[config.mk]
export PLATFORM = sky130hd
export DESIGN_NAME = uart_text_writer
export DESIGN_NICKNAME = d
export VERILOG_FILES = /design/src/rtl/uart_text_writer.sv
export SDC_FILE = /design/constraint.sdc
export NUM_CORES = 1
export LEC_CHECK = 0
export BUFFER_PORTS_ARGS = -buffer_cell sky130_fd_sc_hd__clkbuf_2
export CAP_MARGIN = 5
export CORE_AREA = 2 2 88 99
export CTS_BUF_LIST = sky130_fd_sc_hd__clkbuf_8
export CTS_CLUSTER_SIZE = 30
export DETAILED_ROUTE_END_ITERATION = 10
export DIE_AREA = 0 0 90 101
export PLACE_DENSITY = 0.66
export SLEW_MARGIN = 20
export SYNTH_ARGS = -nofsm -noshare
export SYNTH_HDL_FRONTEND = slang
export SYNTH_SLANG_ARGS = --single-unit
[constraint.sdc]
create_clock -name clk_i -period 6.15 [get_ports clk_i]
set_input_delay 0.615 -clock clk_i [delete_from_list [all_inputs] [get_ports clk_i]]
set_output_delay 0.615 -clock clk_i [all_outputs]
set_load 0.01 [all_outputs]
[src/rtl/uart_text_writer.sv]
// UART byte stream to VGA text-buffer write port: cursor tracking plus CR/LF/BS/FF handling.
// Optional build macro UART_TEXT_LF_CR_EN makes LF also return the cursor to column 0.
module uart_text_writer #(
  parameter int          COLS       = 80,
  parameter int          ROWS       = 30,
  parameter int          ADDR_WIDTH = 12,
  parameter logic [7:0]  BLANK_CHAR = 8'h20
) (
  input  logic                      clk_i,
  input  logic                      rst,
  input  logic                      wr_i,
  input  logic [7:0]                data_i,
  output logic                      we_o,
  output logic [ADDR_WIDTH-1:0]     addr_o,
  output logic [7:0]                char_o,
  output logic                      busy_o,
  output logic                      overflow_o,
  output logic [$clog2(COLS)-1:0]   cur_col_o,
  output logic [$clog2(ROWS)-1:0]   cur_row_o
);

  localparam int COL_W = $clog2(COLS);
  localparam int ROW_W = $clog2(ROWS);

  localparam logic [COL_W-1:0]      COL_LAST  = COL_W'(COLS - 1);
  localparam logic [ROW_W-1:0]      ROW_LAST  = ROW_W'(ROWS - 1);
  localparam logic [ADDR_WIDTH-1:0] CELL_LAST = ADDR_WIDTH'(COLS * ROWS - 1);

  localparam logic [7:0] CH_BS = 8'h08;
  localparam logic [7:0] CH_LF = 8'h0A;
  localparam logic [7:0] CH_FF = 8'h0C;
  localparam logic [7:0] CH_CR = 8'h0D;

  typedef enum logic [1:0] {
    IDLE,
    EXEC,
    CLEAR
  } state_t;

  function automatic logic [ADDR_WIDTH-1:0] cell_addr(input logic [ROW_W-1:0] r,
                                                      input logic [COL_W-1:0] c);
    return ADDR_WIDTH'(r) * ADDR_WIDTH'(COLS) + ADDR_WIDTH'(c);
  endfunction

  function automatic logic [ROW_W-1:0] next_row(input logic [ROW_W-1:0] r);
    return (r == ROW_LAST) ? '0 : r + 1'b1;
  endfunction

  function automatic logic is_printable(input logic [7:0] b);
    return (b >= 8'h20) && (b <= 8'h7E);
  endfunction

  state_t             state;
  logic               wr_d;
  logic               pending;
  logic [7:0]         byte_p0;
  logic [7:0]         cmd_p1;
  logic [COL_W-1:0]   col;
  logic [ROW_W-1:0]   row;
  logic               byte_evt;
  logic               consume;

  assign byte_evt  = wr_i & ~wr_d;
  assign consume   = (state == IDLE) & pending;
  assign cur_col_o = col;
  assign cur_row_o = row;

  // Stage 0: rising-edge detect and one-entry hold register
  always_ff @(posedge clk_i) begin
    if (!rst) begin
      wr_d       <= 1'b1;
      pending    <= 1'b0;
      overflow_o <= 1'b0;
    end else begin
      wr_d <= wr_i;
      if (byte_evt) begin
        if (pending && !consume) overflow_o <= 1'b1;
        else                     pending    <= 1'b1;
      end else if (consume) begin
        pending <= 1'b0;
      end
    end
  end

  // Data registers carry no reset; only their qualifiers do.
  always_ff @(posedge clk_i) begin
    if (byte_evt && (!pending || consume)) byte_p0 <= data_i;
    if (consume)                           cmd_p1  <= byte_p0;
  end

  // Stage 1: decode and registered write port
  always_ff @(posedge clk_i) begin
    if (!rst) begin
      state  <= IDLE;
      col    <= '0;
      row    <= '0;
      we_o   <= 1'b0;
      addr_o <= '0;
      char_o <= '0;
      busy_o <= 1'b0;
    end else begin
      we_o <= 1'b0;
      case (state)
        IDLE: begin
          if (pending) state <= EXEC;
        end

        EXEC: begin
          state <= IDLE;
          if (is_printable(cmd_p1)) begin
            we_o   <= 1'b1;
            addr_o <= cell_addr(row, col);
            char_o <= cmd_p1;
            if (col == COL_LAST) begin
              col <= '0;
              row <= next_row(row);
            end else begin
              col <= col + 1'b1;
            end
          end else begin
            case (cmd_p1)
              CH_CR: col <= '0;
              CH_LF: begin
                row <= next_row(row);
`ifdef UART_TEXT_LF_CR_EN
                col <= '0;
`endif
              end
              CH_BS: begin
                if (col != '0) begin
                  col    <= col - 1'b1;
                  we_o   <= 1'b1;
                  addr_o <= cell_addr(row, col - 1'b1);
                  char_o <= BLANK_CHAR;
                end
              end
              CH_FF: begin
                // First blank goes out here so the sweep covers every cell in COLS*ROWS cycles.
                state  <= CLEAR;
                col    <= '0;
                row    <= '0;
                busy_o <= 1'b1;
                we_o   <= 1'b1;
                addr_o <= '0;
                char_o <= BLANK_CHAR;
              end
              default: ;
            endcase
          end
        end

        CLEAR: begin
          if (addr_o == CELL_LAST) begin
            busy_o <= 1'b0;
            state  <= IDLE;
          end else begin
            we_o   <= 1'b1;
            addr_o <= addr_o + 1'b1;
          end
        end

        default: state <= IDLE;
      endcase
    end
  end

endmodule

* After elaboration in Yosys (flattened, before gate mapping)
Cells that the tools add are included.
Widths: inputs -> output; s select.
** Storage, ports and cells
- Register bits :: 55
- Bits of input ports :: 11
- Word-level logic and storage cells :: 98
** Operators by class
- $add $sub $neg :: 6
- $mul :: 1
- Order comparisons :: 2
- Equal/unequal tests :: 19
- Mux-type cells :: 33
- Bitwise logic cells :: 3
- Reduce and logical (&&, ||, !) cells :: 22
** Operator list (number)
- $pmux 12 s2 :: 2
- $mux 12 :: 3
- $eq 8x4->1 const B :: 4
- $add 12x7->12 :: 2
- $mux 7 :: 3
- $mux 8 :: 2
- $pmux 8 s2 :: 1
- $mux 5 :: 3
- $pmux 7 s2 :: 1
- $add 12x1->12 const B :: 1
- $eq 12x12->1 const B :: 1
- $ne 2x2->1 const B :: 5
- $pmux 5 s2 :: 1
- $mux 1 :: 9
- $reduce_and 3->1 :: 3
- $reduce_bool 3->1 :: 3
- $ge 8x6->1 const B :: 1
- $le 8x7->1 const B :: 1
- $mul 5x3->8 const B :: 1
- $mux 2 :: 4
- $reduce_and 4->1 :: 2
- $add 7x1->7 const B :: 1
- $eq 7x7->1 const B :: 1
- $reduce_bool 7->1 :: 1
- 20 further kinds :: 30

* Logic depth before layout (Yosys ltp)
- Depth after elaboration :: 6
- Depth in mapped cells :: 15

* Least setup slack after synthesis
No wires, ideal clock.
- Path kind :: register -> register
- Start :: reg col[0], in the netlist cur_col_o[0]
- End :: reg addr_o[8]
- Setup time :: 0.120 ns
- Data arrival time :: 2.764 ns
- Path slack :: 3.266 ns
- Cell stages (with the launch flop) :: 16
- Path buffers :: 1
- Period minus slack after synthesis :: 2.884 ns
- Cell sequence :: dfxtp_1 -> clkbuf_1 -> inv_1 -> ha_1 -> nor3b_1 -> xnor2_1 -> inv_1 -> ha_1 -> inv_1 -> fa_1 -> nor2b_1 -> o21a_1 -> nor3_1 -> a211oi_1 -> nor4_1 -> o31a_1
** On the way
- Word-level cells in the longest chain between the ends :: 6
** RTL lines
- start: declaration :: RTL line 58 : logic [COL_W-1:0] col;
- start signal: assignment :: RTL line 118 : col <= col + 1'b1;
- start signal: assignment :: RTL line 131 : col <= col - 1'b1;
- $sub 7x1->7 :: RTL line 133 : addr_o <= cell_addr(row, col - 1'b1);
- $add 12x7->12 :: RTL line 42 : return ADDR_WIDTH'(r) * ADDR_WIDTH'(COLS) + ADDR_WIDTH'(c);
- $mux 12 :: RTL line 130 : if (col != '0) begin
- $pmux 12 s2 :: RTL line 121 : case (cmd_p1)
- $mux 12 :: RTL line 110 : if (is_printable(cmd_p1)) begin
- $pmux 12 s2 :: RTL line 103 : case (state)
- end signal: assignment :: RTL line 112 : addr_o <= cell_addr(row, col);
- end signal: assignment :: RTL line 133
- end signal: assignment :: RTL line 158 : addr_o <= addr_o + 1'b1;
- end: declaration :: RTL line 14 : output logic [ADDR_WIDTH-1:0] addr_o,
Parallel ways exist; a longest one is shown, timed or not. The select of a mux whose other input is x is not followed.
A chain may end at the register's enable or synchronous reset.

* Final worst setup path
Ends and elaborated chain as after synthesis.

==> flow_summary.toml <==
[run_status]
status = "finished, final reports clean"

[worst_setup_path]
crit_path_end_kind = "flip-flop"
crit_chain = "inv_1 -> ha_1 -> nor3b_1 -> xnor2_1 -> inv_1 -> ha_1 -> inv_1 -> fa_1 -> nor2b_1 -> o21a_1 -> nor3_1 -> a211oi_1 -> nor4_1 -> o31a_1"
cp_common_cell = "inv_1"
cp.required_ns = 6.37
critPathBufInv = 3
crit_type = "reg2reg"
slowest_stage = "dfxtp_1"
critPathLaunchType = "flip-flop"
cpPeakStageDelay_ns = 0.60
cp_top_family = "adder cells"
worstPathArrival_ns = 3.36
cp_max_fo = 11

[placed_design]
dpl_cell_area_sq_mm = 0.00379
globalplace.congestion = 0.849
io_buffers = 45
dp_slack_ns = 3.06
dpl.hpwl_microns = 6080

[detailed_routing]
drcViolationCount = 0
drtPass1Iterations = 4
avgRoutedWirePerCell_microns = 15.6
drt-vias-per-instance = 5.73
wirelength_microns = 8470
detail_route.iter0.violations = 156
num_vias = 3115
ant_nets = 0

[final_layout]
final_cell_area_sq_mm = 0.00388
diodes = 0
drive_above_1_share_pct = 18.0
finish.net_count = 466
final_common_cell = "clkbuf_2"
syn_to_final_growth_pct = 8.84
final_cell_mix = "clkbuf_2 (45), a21oi_1 (41), dfxtp_1 (39), nand2_1 (33), nor2_1 (25)"

[pwr]
p_per_area_mw_per_mm2 = 167
sw_frac_of_total_pct = 25.8
vdd_drop_max_mv = 0.144
p_comb_share_pct = 7.3
p_int_mw = 0.481
switchingPower_mw = 0.167
p_leak_nw = 1.49
pwr-share-clk_pct = 33.4
power_frac_seq_pct = 59.3

[die]
ioPinCount = 46
fp.dieW_microns = 90
die_height_microns = 101
rows = 35
core-area_sq_mm = 0.00815
start_util_pct = 43.8
die_area_sq_mm = 0.00909

[sta]
tns_ns = 0
drv_slew = 0
period_needed_ns = 3.14
max_freq_mhz = 319
hold-worst-slack_ns = 0.427
max_slew_margin_pct = 28.6
fin_skew_ns = 0.0146
worst_slack_ns = 3.01
finalSetupViolCount = 0
rsz0062_at_grt = "false"
worstMarginPinSlew_ns = 1.07
finalHoldViolations = 0
period_share_pct = 51.0

[cts]
cts_resized = 0
cts_setup_buffers = 0
cts_tree = "built"
root_buffer = "clkbuf_8"
clkTransAtPathRegs_ns = 0.11
cts_hold_buffers = 0
cts.path.max_buffers = 2
insertion_delay_ns = 0.32
cts_buffers = 5
h-tree-depth = 2
cts.sinks = 55

[synthesis]
yosysWarnings = 0
synth_area_leader_cell = "dfxtp_1"
synth_area_sq_mm = 0.00357
synth_cell_types = 77
synth_edf_count = 16
synthTopCellsByArea = "dfxtp_1 (22%), edfxtp_1 (13%), ha_1 (7.0%)"
syn_avg_cell_area_sq_um = 8.83
yosysTopAreaCellShare_pct = 21.9
async_reset_ff_share_pct = 0
syn_inst = 404
ys_seq_area_share_pct = 35.3
yosys_most_used_dff = "dfxtp_1"
syn_nets = 438
synth-seq-cells = 55

[global_route]
grt_overflow = 0
grt_pass1_vias = 2976
antenna_found_initial = 0
grt_max_degree = 31
grt_first_pass_wirelength_microns = 14100
gr-usage-all-layers_pct = 18.9

[flow_run]
max-cap-violations = 0

[hold_path]
min_path_type = "reg2reg"
## sequential cells by signal (all words and copies together), names as in the netlist
register,flops
addr_o,12
byte_p0,8
char_o,8
cmd_p1,8
cur_col_o,7
cur_row_o,5
state,2
busy_o,1
overflow_o,1
pending,1
we_o,1
wr_d,1
## routing by layer
layer  GRT usage, %  up-vias  wire, microns
met5              0        -              0
met3           3.37       12            338
met2           33.8       70           4310
met1           22.5     1481           3680
li1               -     1552              -
met4           7.69        0            149
## final cells by class
class                   count  area (sq um)
clock buffers               5          68.8
clock inverters             3          28.8
fillers                   824          4260
inverters                  17          63.8
multi-input cells         308          2100
flip-flops and latches     55          1260
well taps                 111           139
repair buffers             45           225
## logic make-up after synthesis
group | count (synthesis) | share of synthesized area [%]
muxes | 7 | 2.31
and+or+nand+nor | 158 | 25.8
AOI/OAI and AO/OA | 114 | 20.4
DFF | 55 | 35.3
buffers and inverters | 41 | 5.89
xor gates and xnor gates | 6 | 1.47
adders and majority gates | 23 | 8.70
## cell usage after synthesis (all sizes together) (11+ instances only)
library cell,number
dfxtp,39
clkbuf,11
a21oi,41
nor2,25
nand3,19
o21ai,25
ha,20
buf,13
nand2,35
inv,16
edfxtp,16
## power by group through the flow
stage	logic, mW	registers [mW]	clock network [mW]
final	0.0471	0.385	0.217
after global routing	0.0529	0.386	0.233
after CTS	0.0477	0.385	0.222
after detailed placement	0.0475	0.393	0
after global placement	0.0470	0.393	0
after floorplan	0.0354	0.392	0
## per-stage QoR
step | total power [mW] | utilization [%] | instances
2_1_floorplan | 0.428 | - | 404
3_3_place_gp | 0.440 | 46.5 | 536
3_5_place_dp | 0.441 | 46.5 | 536
4_1_cts | 0.655 | 47.7 | 544
5_1_grt | 0.672 | 47.7 | 544
6_report | 0.649 | 47.7 | 544
## path summary, 6_finish.rpt
| kind | to | depth (start not counted) | startpoint | slack, ns |
|---|---|---|---|---|
| hold / removal | cmd_p1[7] | 0 | byte_p0[7] | 0.43 |
| setup / recovery | addr_o[8] | 14 | cur_col_o[0] | 3.01 |
| hold reg to reg | cmd_p1[7] | 0 | byte_p0[7] | 0.43 |
| setup reg to reg | addr_o[8] | 14 | cur_col_o[0] | 3.01 |
No activity file was read; power rests on OpenSTA's default activity.
